===== src/rtl/nes_ppu_pkg.sv =====
// Shared PPU constants and the attribute-fetch FSM encoding.
package nes_ppu_pkg;

  localparam int unsigned ATABLE_AW          = 7;
  localparam int unsigned ATTR_BYTES_PER_ROW = 8;
  localparam int unsigned TILE_IDX_W         = 5;
  localparam int unsigned ATTR_CNT_W         = $clog2(ATTR_BYTES_PER_ROW);

  typedef enum logic [1:0] {
    StIdle  = 2'd0,
    StFetch = 2'd1,
    StReady = 2'd2
  } fetch_state_e;

endpackage


===== src/rtl/attr_quad_sel.sv =====
// Picks the 2-bit palette field of one quadrant out of an attribute byte.
// Quadrant layout: 0 = TL [1:0], 1 = TR [3:2], 2 = BL [5:4], 3 = BR [7:6].
module attr_quad_sel (
  input  logic [7:0] attr_byte,
  input  logic [1:0] q,
  output logic [1:0] sel
);

  // Select the field at bit offset 2*q.
  always_comb begin
    sel = attr_byte[{q, 1'b0} +: 2];
  end

endmodule


===== src/rtl/nes_attr_fetch.sv =====
// Fetches one attribute row (8 bytes) from an external combinational ROM into a
// local buffer, then serves per-tile palette lookups from that buffer.
module nes_attr_fetch
  import nes_ppu_pkg::*;
(
  input  logic                  clk,
  input  logic                  rst,
  input  logic                  row_start,
  input  logic [TILE_IDX_W-1:0] tile_row,
  input  logic                  nt_sel,
  output logic [ATABLE_AW-1:0]  atable_addr,
  input  logic [7:0]            atable_dout,
  output logic                  ready,
  output logic                  fetch_done,
  input  logic                  lkp_req,
  input  logic [TILE_IDX_W-1:0] tile_col,
  output logic [1:0]            pal_sel,
  output logic                  pal_vld
);

  fetch_state_e state_q, state_d;

  logic [ATTR_CNT_W-1:0] cnt_q, cnt_d;
  logic [TILE_IDX_W-1:0] row_q;
  logic                  nt_q;
  logic [7:0]            attr_buf_q [ATTR_BYTES_PER_ROW];
  logic                  done_q;
  logic                  pal_vld_q;
  logic [1:0]            pal_sel_q;

  logic       store_en;
  logic       fetch_last;
  logic [7:0] lkp_byte;
  logic [1:0] lkp_quad;
  logic [1:0] lkp_sel;

  // State register.
  always_ff @(posedge clk) begin
    if (rst) begin
      state_q <= StIdle;
    end else begin
      state_q <= state_d;
    end
  end

  // Next state: a row_start restarts the fetch from any state, aborting a running one.
  always_comb begin
    state_d = state_q;
    case (state_q)
      StIdle:  state_d = StIdle;
      StFetch: if (cnt_q == ATTR_CNT_W'(ATTR_BYTES_PER_ROW - 1)) state_d = StReady;
      StReady: state_d = StReady;
      default: state_d = StIdle;
    endcase
    if (row_start) state_d = StFetch;
  end

  // FSM outputs and byte counter; an aborted fetch stores nothing in its last cycle.
  always_comb begin
    ready      = (state_q == StReady);
    store_en   = (state_q == StFetch) && !row_start;
    fetch_last = store_en && (cnt_q == ATTR_CNT_W'(ATTR_BYTES_PER_ROW - 1));
    cnt_d      = cnt_q;
    if (row_start) begin
      cnt_d = '0;
    end else if (store_en) begin
      cnt_d = cnt_q + 1'b1;  // wraps to 0 after the last byte
    end
  end

  // Row latch, byte buffer and fetch_done pulse.
  always_ff @(posedge clk) begin
    if (rst) begin
      cnt_q  <= '0;
      row_q  <= '0;
      nt_q   <= 1'b0;
      done_q <= 1'b0;
      for (int i = 0; i < ATTR_BYTES_PER_ROW; i++) begin
        attr_buf_q[i] <= '0;
      end
    end else begin
      cnt_q  <= cnt_d;
      done_q <= fetch_last;
      if (row_start) begin
        row_q <= tile_row;
        nt_q  <= nt_sel;
      end
      if (store_en) begin
        attr_buf_q[cnt_q] <= atable_dout;
      end
    end
  end

  assign atable_addr = {nt_q, row_q[4:2], cnt_q};
  assign fetch_done  = done_q;

  // Lookup path: byte by column group, quadrant from row/column bit 1.
  assign lkp_byte = attr_buf_q[tile_col[4:2]];
  assign lkp_quad = {row_q[1], tile_col[1]};

  attr_quad_sel u_quad_sel (
    .attr_byte (lkp_byte),
    .q         (lkp_quad),
    .sel       (lkp_sel)
  );

  // Registered lookup result; pal_sel holds when a request is not served.
  always_ff @(posedge clk) begin
    if (rst) begin
      pal_vld_q <= 1'b0;
      pal_sel_q <= '0;
    end else begin
      pal_vld_q <= lkp_req && ready;
      if (lkp_req && ready) begin
        pal_sel_q <= lkp_sel;
      end
    end
  end

  assign pal_vld = pal_vld_q;
  assign pal_sel = pal_sel_q;

  // Bit 0 of row and column does not affect the attribute quadrant.
  logic unused_idx_bits;
  assign unused_idx_bits = ^{row_q[0], tile_col[0]};

endmodule

===== config.mk =====
export PLATFORM = sky130hd
export DESIGN_NAME = nes_attr_fetch
export DESIGN_NICKNAME = d
export VERILOG_FILES = /design/src/rtl/nes_ppu_pkg.sv /design/src/rtl/attr_quad_sel.sv /design/src/rtl/nes_attr_fetch.sv
export SDC_FILE = /design/constraint.sdc
export NUM_CORES = 1
export LEC_CHECK = 0
export CAP_MARGIN = 20
export CORE_ASPECT_RATIO = 1.25
export CORE_UTILIZATION = 30
export CTS_CLUSTER_DIAMETER = 100
export DETAILED_ROUTE_END_ITERATION = 8
export PLACE_DENSITY = 0.5
export SETUP_SLACK_MARGIN = 0.02
export SLEW_MARGIN = 20
export SYNTH_ARGS = -nofsm -noshare
export SYNTH_HDL_FRONTEND = slang
export SYNTH_SLANG_ARGS = --single-unit

===== constraint.sdc =====
create_clock -name clk -period 2.4 [get_ports clk]
set_input_delay 0.36 -clock clk [delete_from_list [all_inputs] [get_ports clk]]
set_output_delay 0.36 -clock clk [all_outputs]
set_load 0.02 [all_outputs]

== Word level (Yosys, flattened, before mapping) ==
Memories as Yosys holds them, arrays and structs flattened.
Index checks and enable logic that the tools add are counted.

* Register bits after elaboration: 15
* Bits in writable memories: 64
* Input port bits: 23
* Output and inout port bits: 12
* Logic and storage cells: 33
* Memories kept: 1

* Add/sub/neg operators: 1
* Eq/ne operators: 5
* Shift-type cells: 1
* Muxes and demuxes: 11
* Reductions and logical operators: 6

{| class="wikitable"
|+ Memory list
! name !! depth !! bits a word !! rd ports !! clocked after memory_dff !! wr ports !! line !! RTL
|-
| attr_buf_q || 8 || 8 || 1 || 0 || 8 || nes_attr_fetch.sv:26 || <nowiki>logic [7:0] attr_buf_q [ATTR_BYTES_PER_ROW];</nowiki>
|}

{| class="wikitable"
|+ Operators by type and width
! kind !! count
|-
| two-way mux 8 bit || 1
|-
| OR reduction 8 bit || 1
|-
| variable part select 8 x 4 -> 2 bit || 1
|-
| two-way mux 1 bit || 7
|-
| case mux 2 bit (2 select lines) || 1
|-
| adder 3 x 1 -> 3 bit (second input constant) || 1
|-
| == test 3 bit (second input constant) || 1
|-
| logical AND 1 bit || 3
|-
| two-way mux 3 bit || 1
|-
| inequality test 3 x 2 -> 1 bit (second input constant) || 1
|-
| == test 2 x 1 -> 1 bit (second input constant) || 1
|-
| == test 2 bit (second input constant) || 1
|-
| two-way mux 2 bit || 1
|-
| inequality test 2 x 1 -> 1 bit (second input constant) || 1
|-
| OR reduction 2 bit || 1
|-
| logical NOT 1 bit || 1
|}

== Longest topological paths before layout ==
Gate-level depths: netlist of run 1.

* Word-level depth: 7
* Gate-level depth with buffers: 7
* Gate-level depth less buffers: 5

== Modules after synthesis ==
From an unflattened synthesis of run 1, not the netlist that was laid out.

* Cell total of the unflattened synthesis: 255
* Area total of the unflattened synthesis: 3706.1 sq um

{| class="wikitable"
|+ By module, submodules not included
! module !! times used !! cells each !! area each (sq um) !! seq. area each (sq um)
|-
| nes_attr_fetch || 1 || 253 || 3653.5 || 2202.1
|-
| attr_quad_sel || 1 || 2 || 52.6 || 0.0
|}

== Least setup slack after synthesis of run 1 ==
Ideal clock, no wire load.

* Kind: register to register
* From: reg state_q[1]
* To: mem attr_buf_q[1][0], enable pin
* Library setup time: 310 ps
* Arrival time: 1539 ps
* Data required time: 2090 ps
* Setup slack: 552 ps
* Stages on the path, launching flop included: 7
* Path buffers: 1
* Period minus slack after synthesis: 1848 ps
* Path through: dfxtp_1 inv_1 ha_1 clkbuf_1 nand3_1 nor3_1 or2_2

{| class="wikitable"
|+ RTL lines
! item !! line !! RTL
|-
| start, declared || nes_attr_fetch.sv:21 || <nowiki>fetch_state_e state_q, state_d;</nowiki>
|-
| start signal, assigned || nes_attr_fetch.sv:40 || <nowiki>state_q <= StIdle;</nowiki>
|-
| start signal, assigned || nes_attr_fetch.sv:42 || <nowiki>state_q <= state_d;</nowiki>
|-
| end, declared || nes_attr_fetch.sv:26 ||
|}

== Final worst setup path of run 1 ==
* From: in tile_col[4]
* To: reg pal_sel_q[1], in the netlist pal_sel[1]

* Cells in the longest elaborated chain, start to end: 2

{| class="wikitable"
|+ RTL lines
! item !! line !! RTL
|-
| start, declared || nes_attr_fetch.sv:16 || <nowiki>input logic [TILE_IDX_W-1:0] tile_col,</nowiki>
|-
| memory read (8 x 8 bit) || - ||
|-
| variable part select 8 x 4 -> 2 bit || attr_quad_sel.sv:11 || <nowiki>sel = attr_byte[{q, 1'b0} +: 2];</nowiki>
|-
| end signal, assigned || nes_attr_fetch.sv:115 || <nowiki>pal_sel_q <= lkp_sel;</nowiki>
|-
| end, declared || nes_attr_fetch.sv:29 || <nowiki>logic [1:0] pal_sel_q;</nowiki>
|}

Every way passes these cells.
A chain may end at the register's enable or synchronous reset.

==> results of run 1 <==
sequential cells by signal, summed over array words and instances (netlist names):
signal	cells
fetch_done	1
state_q	2
row_q	4
cnt_q	3
pal_sel	2
attr_buf_q	64
pal_vld	1
nt_q	1
placed cells by master, fill, tap and decap left out:
master,Yosys,layout
nand3b_1,1,1
and2_1,65,65
a311oi_1,2,2
and3_1,1,1
clkbuf_1,6,1
nand3_1,1,1
nand2b_1,5,5
nor2_1,16,16
a211oi_1,2,2
a21oi_1,8,8
clkbuf_16,0,9
bufinv_16,0,1
nor2b_1,2,2
nand2_1,3,3
or4_1,2,2
buf_12,1,2
buf_4,4,10
clkdlybuf4s50_1,0,31
a22oi_1,16,16
clkinv_2,0,3
edfxtp_1,64,64
xnor2_1,1,1
inv_1,2,2
clkinv_4,0,2
nor3_1,5,5
buf_2,0,1
mux2i_1,39,39
or2_2,8,8
dfxtp_1,14,14
a2111oi_0,1,1
o21ba_2,1,1
ha_1,4,4
kinds of logic after synthesis:
logic type                 count (synthesis)
AOI/OAI and AO/OA                         30
xor gates and xnor gates                   1
adders and majority gates                  4
buffers and inverters                     17
DFF                                       78
muxes                                     39
and+or+nand+nor                          109
where the power goes:
group / switching, mW / internal [mW] / leakage [nW]
registers: 0.0169 / 1.51 / 0.775
clock network: 0.525 / 0.803 / 0.146
logic: 0.141 / 0.108 / 0.784
total: 0.683 / 2.42 / 1.71
metrics by stage:
stage	total power [mW]	hold slack, ns
after floorplan	1.70	0.450
after global placement	1.80	0.480
after detailed placement	1.81	0.486
after CTS	3.14	0.504
after global routing	3.21	0.519
final	3.10	0.497
cells in the mapped netlist, drive strengths merged (3+ instances only):
cell type	number
nand2	3
or2	8
buf	9
nand2b	5
mux2i	39
dfxtp	14
nor2	16
a22oi	16
and2	65
nor3	5
edfxtp	64
clkbuf	6
ha	4
a21oi	8
per-layer routing:
metal	vias to the layer above	track usage [%]	wire length [µm]
li1	1080	-	-
met1	1064	17.2	3400
met2	71	22.3	4030
met3	19	2.81	436
met4	0	8.78	284
met5	-	0	0
layout make-up:
type / instances / area [µm²]
Clock buffer: 10 / 229
Sequential cell: 78 / 2200
Timing Repair Buffer: 44 / 430
Fill cell: 1140 / 7250
Multi-Input combinational cell: 183 / 1290
Clock inverter: 6 / 62.6
Inverter: 2 / 7.51
Tap cell: 161 / 201
final timing paths:
| check | from | end | slack (ns) | depth (start not counted) |
|---|---|---|---|---|
| worst max-delay path | tile_col[4] | pal_sel[1] | 0.32 | 6 |
| worst min-delay path | row_q[4] | row_q[4] | 0.50 | 2 |
| worst max register to register | state_q[1] | attr_buf_q[1][2] | 0.62 | 5 |
| worst min register to register | row_q[4] | row_q[4] | 0.50 | 2 |
critical path: stages:
cell and delay [ns]:
clkdlybuf4s50_1 0.46, and2_1 0.27, a22oi_1 0.29, a211oi_1 0.12, or4_1 0.54, a311oi_1 0.28
==> reports/results.md, run 1 <==
| Group | Item | Value |
| --- | --- | --- |
| yosys | Most frequently used flop master after synthesis | edfxtp_1 |
| yosys | Main combinational cell family by area after synthesis | simple AND/OR/NAND/NOR gates |
| sta | Fin crit share | 86.7% |
| yosys | Post-synthesis net count | 305 |
| yosys | Simple logic cell fraction of the synthesized area | 17.4% |
| power and ir drop | Leakage power of the design | 1.71 nW |
| placement | Area after detailed placement | 0.00413 mm² |
| global route | Total grt overflow | 0 |
| worst setup path | Endpoint class of the critical path | register |
| route | Count of nets left with antenna violations after detail routing | 0 |
| global route | First-pass GRT wire length | 12300 µm |
| floorplanning | Number of core rows | 44 |
| global route | Maximum number of pins on one net before global-route repair | 22 |
| finish | Final cell utilization of the core | 37.9% |
| yosys | Area share of the leading cell type in the synthesized netlist | 53.2% |
| finish | Area of all placed cells without fillers | 0.00442 mm² |
| sta | Top achievable clock speed | 0.480 GHz |
| clock tree | Gates resized, CTS repair | 0 |
| placement | Pre-CTS WS | 0.00875 ns |
| sta | Max-slew violations | 0 |
| finish | Synthesis-to-layout area growth | 22.4% |
| clock tree | TritonCTS Sinks | 78 |
| run status | Status | finished clean |
| yosys | Netlist area before placement | 0.00361 mm² |
| route | Starting DRC count in detailed routing | 118 |
| route | Drt drc | 0 |
| floorplanning | Floorplan die area | 0.0125 mm² |
| route | Number of iterations in the first detailed-routing pass | 4 |
| yosys | Fraction of synthesized cell area in xor and xnor cells | 0.242% |
| sta | Relative max-transition margin | 60.2% |
| sta | Finish-stage setup viols | 0 |
| floorplanning | Die extent in x | 100 µm |
| clock tree | CTS HTree Levels | 3 |
| finish | Final standard cell count with taps included and fillers excluded | 484 |
| sta | Final count of hold timing violations | 0 |
| global route | Vias in the first global route | 2189 |
| job | Max-cap check violation count | 0 |
| worst setup path | Worst setup path category | input pin to register |
| clock tree | Clock latency on the worst-skew pair | 0.34 ns |
| yosys | Number of library cell types mapped by synthesis | 29 |
| worst setup path | CP max FO | 8 |
| min path | Classification of the worst-slack hold path | register to register |
| yosys | Top area cells in the synthesized netlist | edfxtp_1, and2_1, mux2i_1 |
| clock tree | Deepest clock path buffer count | 2 |
| yosys | Portion of the post-synthesis area used by sequential elements | 60.9% |
| floorplanning | Effective utilization at floorplan | 31.0% |
| worst setup path | Worst Path Arrival | 2.33 ns |
| finish | Fraction of layout instances using a drive strength above 1 | 11.5% |
| clock tree | Post-CTS Setup Inserts | 0 |
| placement | Number of input and output port buffers inserted | 32 |
| yosys | Avg Cell Area, Syn | 13.0 µm² |
| placement | Cell count after placement | 468 |
| yosys | Synth async-reset ratio | 0% |
| sta | Setup_tns | 0 ns |
| route | Total number of vias | 2234 |
| sta | Unrepaired setup endpoints after global routing | false |
| floorplanning | Num ports | 35 |
| yosys | Compound-cell area share of the yosys netlist | 5.85% |
| worst setup path | Crit path required time | 2.65 ns |
| route | Detailed-route wire length per cell | 16.8 µm |
| placement | Placer congestion estimate | 0.780 |
| yosys | Share of synthesized area spent on multiplexers | 10.8% |
| sta | Slew at the pin closest to its max-slew limit | 0.596 ns |
| clock tree | TritonCTS clock tree | yes |
| finish | Post-layout net count | 345 |
| clock tree | Cts bufs inserted | 9 |
| power and ir drop | Maximum resistive drop on vdd | 0.000460 V |
| yosys | Synth warnings | 0 |
| sta | Final Critical Period | 2.08 ns |
| sta | Post-route setup slack | 0.319 ns |
| floorplanning | Core area | 0.0117 mm² |
| yosys | Flop and latch count out of synthesis | 78 |
| global route | Antenna violations before repair | 0 |
| clock tree | Clock-pin slew on the worst setup and hold paths | 0.06 ns |
| power and ir drop | Total power per unit cell area | 702 mW/mm² |
| route | Drt total wl | 8140 µm |
| yosys | Cell type with the largest total area after synthesis | edfxtp_1 |
| yosys | Post-synthesis adder-cell area fraction | 1.38% |
| clock tree | Post-CTS Hold Buffers | 0 |
| worst setup path | Critical path launch point type | input pin |
| placement | Final HPWL from detailed placement | 5570 µm |
| sta | Layout Skew | 0.00620 ns |
| yosys | Post-synthesis instance total | 278 |
| route | Detailed-route vias per instance | 4.62 |
| finish | Antenna diode instance count | 0 |
| global route | Total track usage | 14.0% |
| yosys | Number of synthesized flops with an enable pin | 64 |
| floorplanning | Y dimension of the die | 125 µm |
| clock tree | Clk root buf | clkbuf_16 |
(Power assumes the default switching activity.)
==> inputs of run 2 (changes only) <==
--- a/config.mk
+++ b/config.mk
@@ -11,8 +11,8 @@
 export CTS_CLUSTER_DIAMETER = 100
 export DETAILED_ROUTE_END_ITERATION = 8
 export PLACE_DENSITY = 0.5
+export RECOVER_POWER = 100
 export SETUP_SLACK_MARGIN = 0.02
-export SLEW_MARGIN = 20
 export SYNTH_ARGS = -nofsm -noshare
 export SYNTH_HDL_FRONTEND = slang
 export SYNTH_SLANG_ARGS = --single-unit
==> run 2 against run 1 <==
Against the previous run:
- final cell count unchanged
- utilization decreased by 0.29 points
- non-clock buffer count unchanged
- sequential power about the same
- die area unchanged
- power about the same
- design area decreased by 0.76%
==> reports/results.md, run 2 (synthesis gave the netlist of run 1 again) <==
| Group | Item | Value |
| --- | --- | --- |
| route | Total number of vias | 2221 |
| sta | Setup_tns | 0 ns |
| sta | Finish-stage setup viols | 0 |
| placement | Area after detailed placement | 0.00413 mm² |
| sta | Relative max-transition margin | 58.8% |
| power and ir drop | Maximum resistive drop on vdd | 0.000462 V |
| floorplanning | Die extent in x | 100 µm |
| worst setup path | CP max FO | 8 |
| sta | Final count of hold timing violations | 0 |
| clock tree | Deepest clock path buffer count | 2 |
| sta | Post-route setup slack | 0.285 ns |
| sta | Top achievable clock speed | 0.473 GHz |
| floorplanning | Floorplan die area | 0.0125 mm² |
| route | Drt drc | 0 |
| worst setup path | Worst R2R Setup Slack | 0.36 ns |
| clock tree | Clk root buf | clkbuf_16 |
| finish | Register containing the most flip-flops in the final layout | attr_buf_q |
| route | Drt total wl | 8120 µm |
| route | Count of nets left with antenna violations after detail routing | 0 |
| floorplanning | Num ports | 35 |
| power and ir drop | P_int | 2.42 mW |
| clock tree | TritonCTS clock tree | yes |
| sta | Slew at the pin closest to its max-slew limit | 0.617 ns |
| run status | Status | finished clean |
| finish | Commonest cells after routing, fill and taps aside | edfxtp_1, and2_1, mux2i_1, and2_0, clkdlybuf4s50_1 |
| clock tree | Clock-pin slew on the worst setup and hold paths | 0.06 ns |
| worst setup path | Crit path required time | 2.65 ns |
| finish | Fraction of layout instances using a drive strength above 1 | 7.43% |
| finish | Final cell utilization of the core | 37.6% |
| floorplanning | Core area | 0.0117 mm² |
| floorplanning | Number of core rows | 44 |
| clock tree | CTS HTree Levels | 3 |
| finish | Synthesis-to-layout area growth | 21.5% |
| finish | Registers with the most flip-flops | attr_buf_q x64, row_q x4, cnt_q x3 |
| sta | Max-slew violations | 0 |
| route | Starting DRC count in detailed routing | 118 |
| power and ir drop | Net switching fraction of the power | 22.1% |
| worst setup path | Endpoint class of the critical path | register |
| sta | Unrepaired setup endpoints after global routing | false |
| placement | Number of input and output port buffers inserted | 32 |
| placement | Final HPWL from detailed placement | 5570 µm |
| finish | Largest register FFs | 64 |
| clock tree | Clock latency on the worst-skew pair | 0.34 ns |
| clock tree | Cts bufs inserted | 9 |
| job | Max-cap check violation count | 0 |
| route | Detailed-route vias per instance | 4.59 |
| power and ir drop | Leakage power of the design | 1.67 nW |
| route | Number of iterations in the first detailed-routing pass | 4 |
| floorplanning | Effective utilization at floorplan | 31.0% |
| worst setup path | Worst Path Arrival | 2.36 ns |
| route | Detailed-route wire length per cell | 16.8 µm |
| sta | Final Critical Period | 2.11 ns |
| global route | Maximum number of pins on one net before global-route repair | 22 |
| sta | Layout Skew | 0.00500 ns |
| min path | Classification of the worst-slack hold path | register to register |
| clock tree | TritonCTS Sinks | 78 |
| finish | Most frequent standard cell in the layout excluding fill and tap cells | edfxtp_1 |
| power and ir drop | Clock power frac | 42.9% |
| power and ir drop | Logic gate share of total power | 7.9% |
| power and ir drop | Power share of the sequential group | 49.2% |
| global route | Vias in the first global route | 2189 |
| clock tree | Post-CTS Setup Inserts | 0 |
| placement | Pre-CTS WS | 0.00875 ns |
| clock tree | Gates resized, CTS repair | 0 |
| global route | First-pass GRT wire length | 12300 µm |
| global route | Total track usage | 14.0% |
| placement | Placer congestion estimate | 0.780 |
| finish | Area of all placed cells without fillers | 0.00439 mm² |
| clock tree | Post-CTS Hold Buffers | 0 |
| sta | Fin crit share | 88.1% |
| power and ir drop | Total power per unit cell area | 706 mW/mm² |
| global route | Antenna violations before repair | 0 |
| finish | Antenna diode instance count | 0 |
| worst setup path | Critical path launch point type | input pin |
| floorplanning | Y dimension of the die | 125 µm |
| global route | Total grt overflow | 0 |
| power and ir drop | PnR Total Power | 3.10 mW |
| finish | Post-layout net count | 345 |
| worst setup path | Worst setup path category | input pin to register |
| power and ir drop | Net switching power figure | 0.686 mW |
==> run 2: changes by cell type in the layout (fill, tap and decap cells not counted), sizes merged <==
cell and change:
dlygate4sd3 +13, buf -9, clkdlybuf4s50 -13, clkbuf +9
==> run 2: path summary, 6_finish.rpt <==
kind | startpoint | to | depth (start not counted)
max | tile_col[4] | pal_sel[1] | 6
min | nt_q | nt_q | 2
min reg2reg | nt_q | nt_q | 2
max reg2reg | state_q[1] | attr_buf_q[2][3] | 5
==> run 2: power by group through the flow <==
stage                     sequential, mW  combinational, mW  clock (mW)
after floorplan                     1.55              0.144           0
after global placement              1.55              0.250           0
after detailed placement            1.55              0.252           0
after CTS                           1.53              0.253        1.36
after global routing                1.53              0.265        1.41
final                               1.53              0.244        1.33
==> run 2: area by class of cell <==
type / count / area, µm²
timing repair buffer: 44 / 397
tap: 161 / 201
fill: 1158 / 7280
multi-input combinational: 183 / 1290
sequential: 78 / 2200
inverter: 2 / 7.51
clock inverter: 6 / 62.6
clock buffer: 10 / 229
==> run 2: critical path, cell delays in order <==
cell and delay [ns]:
clkdlybuf4s50_1 0.46, and2_0 0.31, a22oi_1 0.30, a211oi_1 0.12, or4_1 0.53, a311oi_1 0.28
==> run 2: routing by layer <==
layer	up-vias	global-route usage (%)	routed length, µm
met2	65	22.3	4060
met1	1062	17.2	3450
met3	12	2.81	362
met4	0	8.78	251
li1	1082	-	-
met5	-	0	0
==> run 2: metrics by stage <==
| stage | instances | hold WS [ns] |
|---|---|---|
| 5_1_grt | 484 | 0.524 |
| 4_1_cts | 484 | 0.504 |
| 6_report | 484 | 0.489 |
| 2_1_floorplan | 278 | 0.450 |
| 3_3_place_gp | 468 | 0.480 |
| 3_5_place_dp | 468 | 0.486 |
==> inputs of run 3 (changes only) <==
--- a/config.mk
+++ b/config.mk
@@ -15,4 +15,5 @@
 export SETUP_SLACK_MARGIN = 0.02
 export SYNTH_ARGS = -nofsm -noshare
 export SYNTH_HDL_FRONTEND = slang
+export SYNTH_HIERARCHICAL = 1
 export SYNTH_SLANG_ARGS = --single-unit
==> run 3 against run 2 <==
Against the previous run:
- sequential power about the same
- fmax decreased by 1.1%
- non-clock buffer count increased by 10
- clock skew increased by 0.00080 ns
- power increased by 8.6%
- clock-buffer cell count decreased by 1
- first-iteration DRC count decreased by 8.5%
- largest cell class unchanged
- highest routed layer unchanged
==> reports/results.md, run 3 <==
| Group | Item | Value |
| --- | --- | --- |
| worst setup path | End of the worst register-to-register path | attr_buf_q[0][4] |
| global route | Antenna violations before repair | 0 |
| yosys | Most frequently used cell type in the post-synthesis netlist | edfxtp_1 |
| yosys | Most frequently used flop master after synthesis | edfxtp_1 |
| route | Detailed-route wire length per cell | 18.3 µm |
| finish | Fill cell instance count of the final layout | 1153 |
| route | Total number of vias | 2270 |
| placement | Cell count after placement | 444 |
| sta | Fin crit share | 89.1% |
| worst setup path | Worst setup path category | input pin to register |
| sta | Slew at the pin closest to its max-slew limit | 0.887 ns |
| job | Max-cap check violation count | 0 |
| floorplanning | Effective utilization at floorplan | 30.6% |
| sta | Final Critical Period | 2.14 ns |
| yosys | Number of synthesized flops with an enable pin | 64 |
| finish | Commonest cells after routing, fill and taps aside | nor3_1, edfxtp_1, clkdlybuf4s50_1, mux4_1 |
| yosys | Synth async-reset ratio | 0% |
| clock tree | Clock latency on the worst-skew pair | 0.34 ns |
| finish | Registers with the most flip-flops | attr_buf_q x64, row_q x4, cnt_q x3 |
| floorplanning | Number of core rows | 45 |
| clock tree | Clk root buf | clkbuf_16 |
| run status | Status | finished clean |
| yosys | Top area cells in the synthesized netlist | edfxtp_1, mux4_1, nor3_1 |
| yosys | Fraction of synthesized cell area in xor and xnor cells | 0.236% |
| yosys | Number of library cell types mapped by synthesis | 32 |
| worst setup path | Startpoint of the worst-slack reg-to-reg timing path | state_q[1] |
| floorplanning | Floorplan die area | 0.0128 mm² |
| finish | Synthesis-to-layout area growth | 22.3% |
| finish | Area occupied by multi-input gates | 0.00125 mm² |
| placement | Final HPWL from detailed placement | 5530 µm |
| finish | Post-layout net count | 319 |
| clock tree | Deepest clock path buffer count | 2 |
| worst setup path | Worst R2R Setup Slack | 0.31 ns |
| route | Number of iterations in the first detailed-routing pass | 4 |
| route | Drt drc | 0 |
| sta | Top achievable clock speed | 0.467 GHz |
| min path | Endpoint of the worst hold-timing path | row_q[4] |
| sta | Final count of hold timing violations | 0 |
| worst setup path | Worst Path Arrival | 2.11 ns |
| placement | Placer congestion estimate | 0.703 |
| power and ir drop | Maximum resistive drop on vdd | 0.000359 V |
| worst setup path | Worst r2r path cells | 5 |
| yosys | Post-synthesis adder-cell area fraction | 1.35% |
| finish | Register containing the most flip-flops in the final layout | attr_buf_q |
| yosys | Flop and latch count out of synthesis | 78 |
| sta | Layout Skew | 0.00580 ns |
| yosys | Portion of the post-synthesis area used by sequential elements | 59.4% |
| route | Starting DRC count in detailed routing | 108 |
| yosys | Netlist area before placement | 0.00371 mm² |
| sta | Max-slew violations | 0 |
| sta | Relative max-transition margin | 40.9% |
| yosys | Share of synthesized area spent on multiplexers | 17.1% |
| global route | Maximum number of pins on one net before global-route repair | 26 |
| yosys | Synth warnings | 6 |
| worst setup path | Critical path launch point type | input pin |
| worst setup path | Endpoint class of the critical path | register |
| floorplanning | Core area | 0.0121 mm² |
| finish | Storage element area | 0.00220 mm² |
| finish | Fraction of layout instances using a drive strength above 1 | 16.5% |
| yosys | Leading post-synthesis cells by instance count | edfxtp_1, nor3_1, mux4_1 |
| sta | Finish-stage setup viols | 0 |
| clock tree | Cts bufs inserted | 9 |
| clock tree | Clock-pin slew on the worst setup and hold paths | 0.06 ns |
| worst setup path | Crit path required time | 2.37 ns |
| clock tree | CTS HTree Levels | 3 |
| min path | Classification of the worst-slack hold path | register to register |
| power and ir drop | PnR Total Power | 3.37 mW |
| yosys | Avg Cell Area, Syn | 14.5 µm² |
| yosys | Compound-cell area share of the yosys netlist | 2.80% |
| floorplanning | Die extent in x | 101 µm |
| placement | Number of input and output port buffers inserted | 32 |
| route | Count of nets left with antenna violations after detail routing | 0 |
| min path | Depth of the worst hold-timing path | 2 |
| yosys | Post-synthesis net count | 282 |
| finish | Antenna diode instance count | 0 |
| sta | Unrepaired setup endpoints after global routing | false |
| clock tree | TritonCTS clock tree | yes |
| route | Drt total wl | 8430 µm |
| global route | First-pass GRT wire length | 13000 µm |
| sta | Post-route setup slack | 0.261 ns |
| clock tree | TritonCTS Sinks | 78 |
| floorplanning | Num ports | 35 |
| yosys | Main combinational cell family by area after synthesis | multiplexers |
| global route | Vias in the first global route | 2288 |
| floorplanning | Y dimension of the die | 126 µm |
| route | Detailed-route vias per instance | 4.92 |
| yosys | Area share of the leading cell type in the synthesized netlist | 51.9% |
| yosys | Post-synthesis instance total | 255 |
| worst setup path | CP max FO | 8 |
| yosys | Simple logic cell fraction of the synthesized area | 13.4% |
| power and ir drop | Leakage power of the design | 1.61 nW |
| clock tree | Post-CTS Setup Inserts | 0 |
| finish | Largest register FFs | 64 |
| min path | Start point of the worst min-delay path | row_q[4] |
| power and ir drop | Total power per unit cell area | 743 mW/mm² |
| finish | Final standard cell count with taps included and fillers excluded | 461 |
| global route | Total track usage | 14.2% |
| finish | Most frequent standard cell in the layout excluding fill and tap cells | nor3_1 |
| yosys | Cell type with the largest total area after synthesis | edfxtp_1 |
| global route | Total grt overflow | 0 |
| sta | Setup_tns | 0 ns |
| placement | Pre-CTS WS | -0.301 ns |
| clock tree | Post-CTS Hold Buffers | 0 |
-- run 3: area by class of cell --
type | instances | share of cell area, %
Inverter | 11 | 0.911
Sequential cell | 78 | 48.6
Multi-Input combinational cell | 138 | 27.7
Clock buffer | 9 | 4.97
Clock inverter | 7 | 2.70
Timing Repair Buffer | 54 | 10.6
Tap cell | 164 | 4.53
-- run 3: logic make-up after synthesis --
kind of cell | Yosys count
buffers and inverters | 39
flip-flops | 78
adder cells (fa/ha/maj) | 4
AO/OA/AOI/OAI | 14
multiplexers | 33
XOR/XNOR | 1
AND/OR/NAND/NOR | 86
-- run 3: layer usage --
| layer | GRT usage [%] | vias to the layer above | routed length (µm) |
|---|---|---|---|
| li1 | - | 1064 | - |
| met5 | 0 | - | 0 |
| met1 | 17.2 | 1124 | 3580 |
| met2 | 24.0 | 72 | 4240 |
| met4 | 6.14 | 0 | 167 |
| met3 | 3.33 | 10 | 440 |
-- run 3: worst max path at each step --
| stage | from | endpoint | cells past startpoint | slack [ns] |
|---|---|---|---|---|
| final | rst | attr_buf_q[0][4] | 4 | 0.26 |
| after global routing | rst | attr_buf_q[4][2] | 4 | 0.15 |
| after CTS | tile_col[2] | pal_sel[0] | 7 | 0.05 |
| after detailed placement | tile_col[2] | pal_sel[0] | 7 | -0.30 |
| after global placement | tile_col[2] | pal_sel[0] | 7 | -0.29 |
| after floorplan | state_q[1] | attr_buf_q[0][0] | 7 | 0.21 |
-- run 3: repair_timing --
action / in CTS / in global routing
gates resized for setup: 0 / 3
endpoints found under the setup margin: 0 / 1
endpoints found under the hold margin: 0 / 0
-- run 3: through the flow --
| stage | utilization [%] | cell area (µm²) | hold slack, ns |
|---|---|---|---|
| floorplan | - | 3710 | 0.436 |
| global placement | 35.1 | 4240 | 0.473 |
| detailed placement | 35.1 | 4240 | 0.487 |
| CTS | 37.9 | 4590 | 0.501 |
| global route | 37.4 | 4530 | 0.515 |
| finish | 37.4 | 4530 | 0.484 |
-- run 3: power breakdown --
part	switching, mW	internal, mW
logic	0.139	0.128
registers	0.0175	1.51
clock network	0.556	1.02
total	0.713	2.66
-- run 3: worst max-delay path, cell delays in order --
cell and delay, ns:
dlygate4sd3_1 0.54, or4b_1 0.56, o21bai_1 0.16, clkbuf_1 0.48
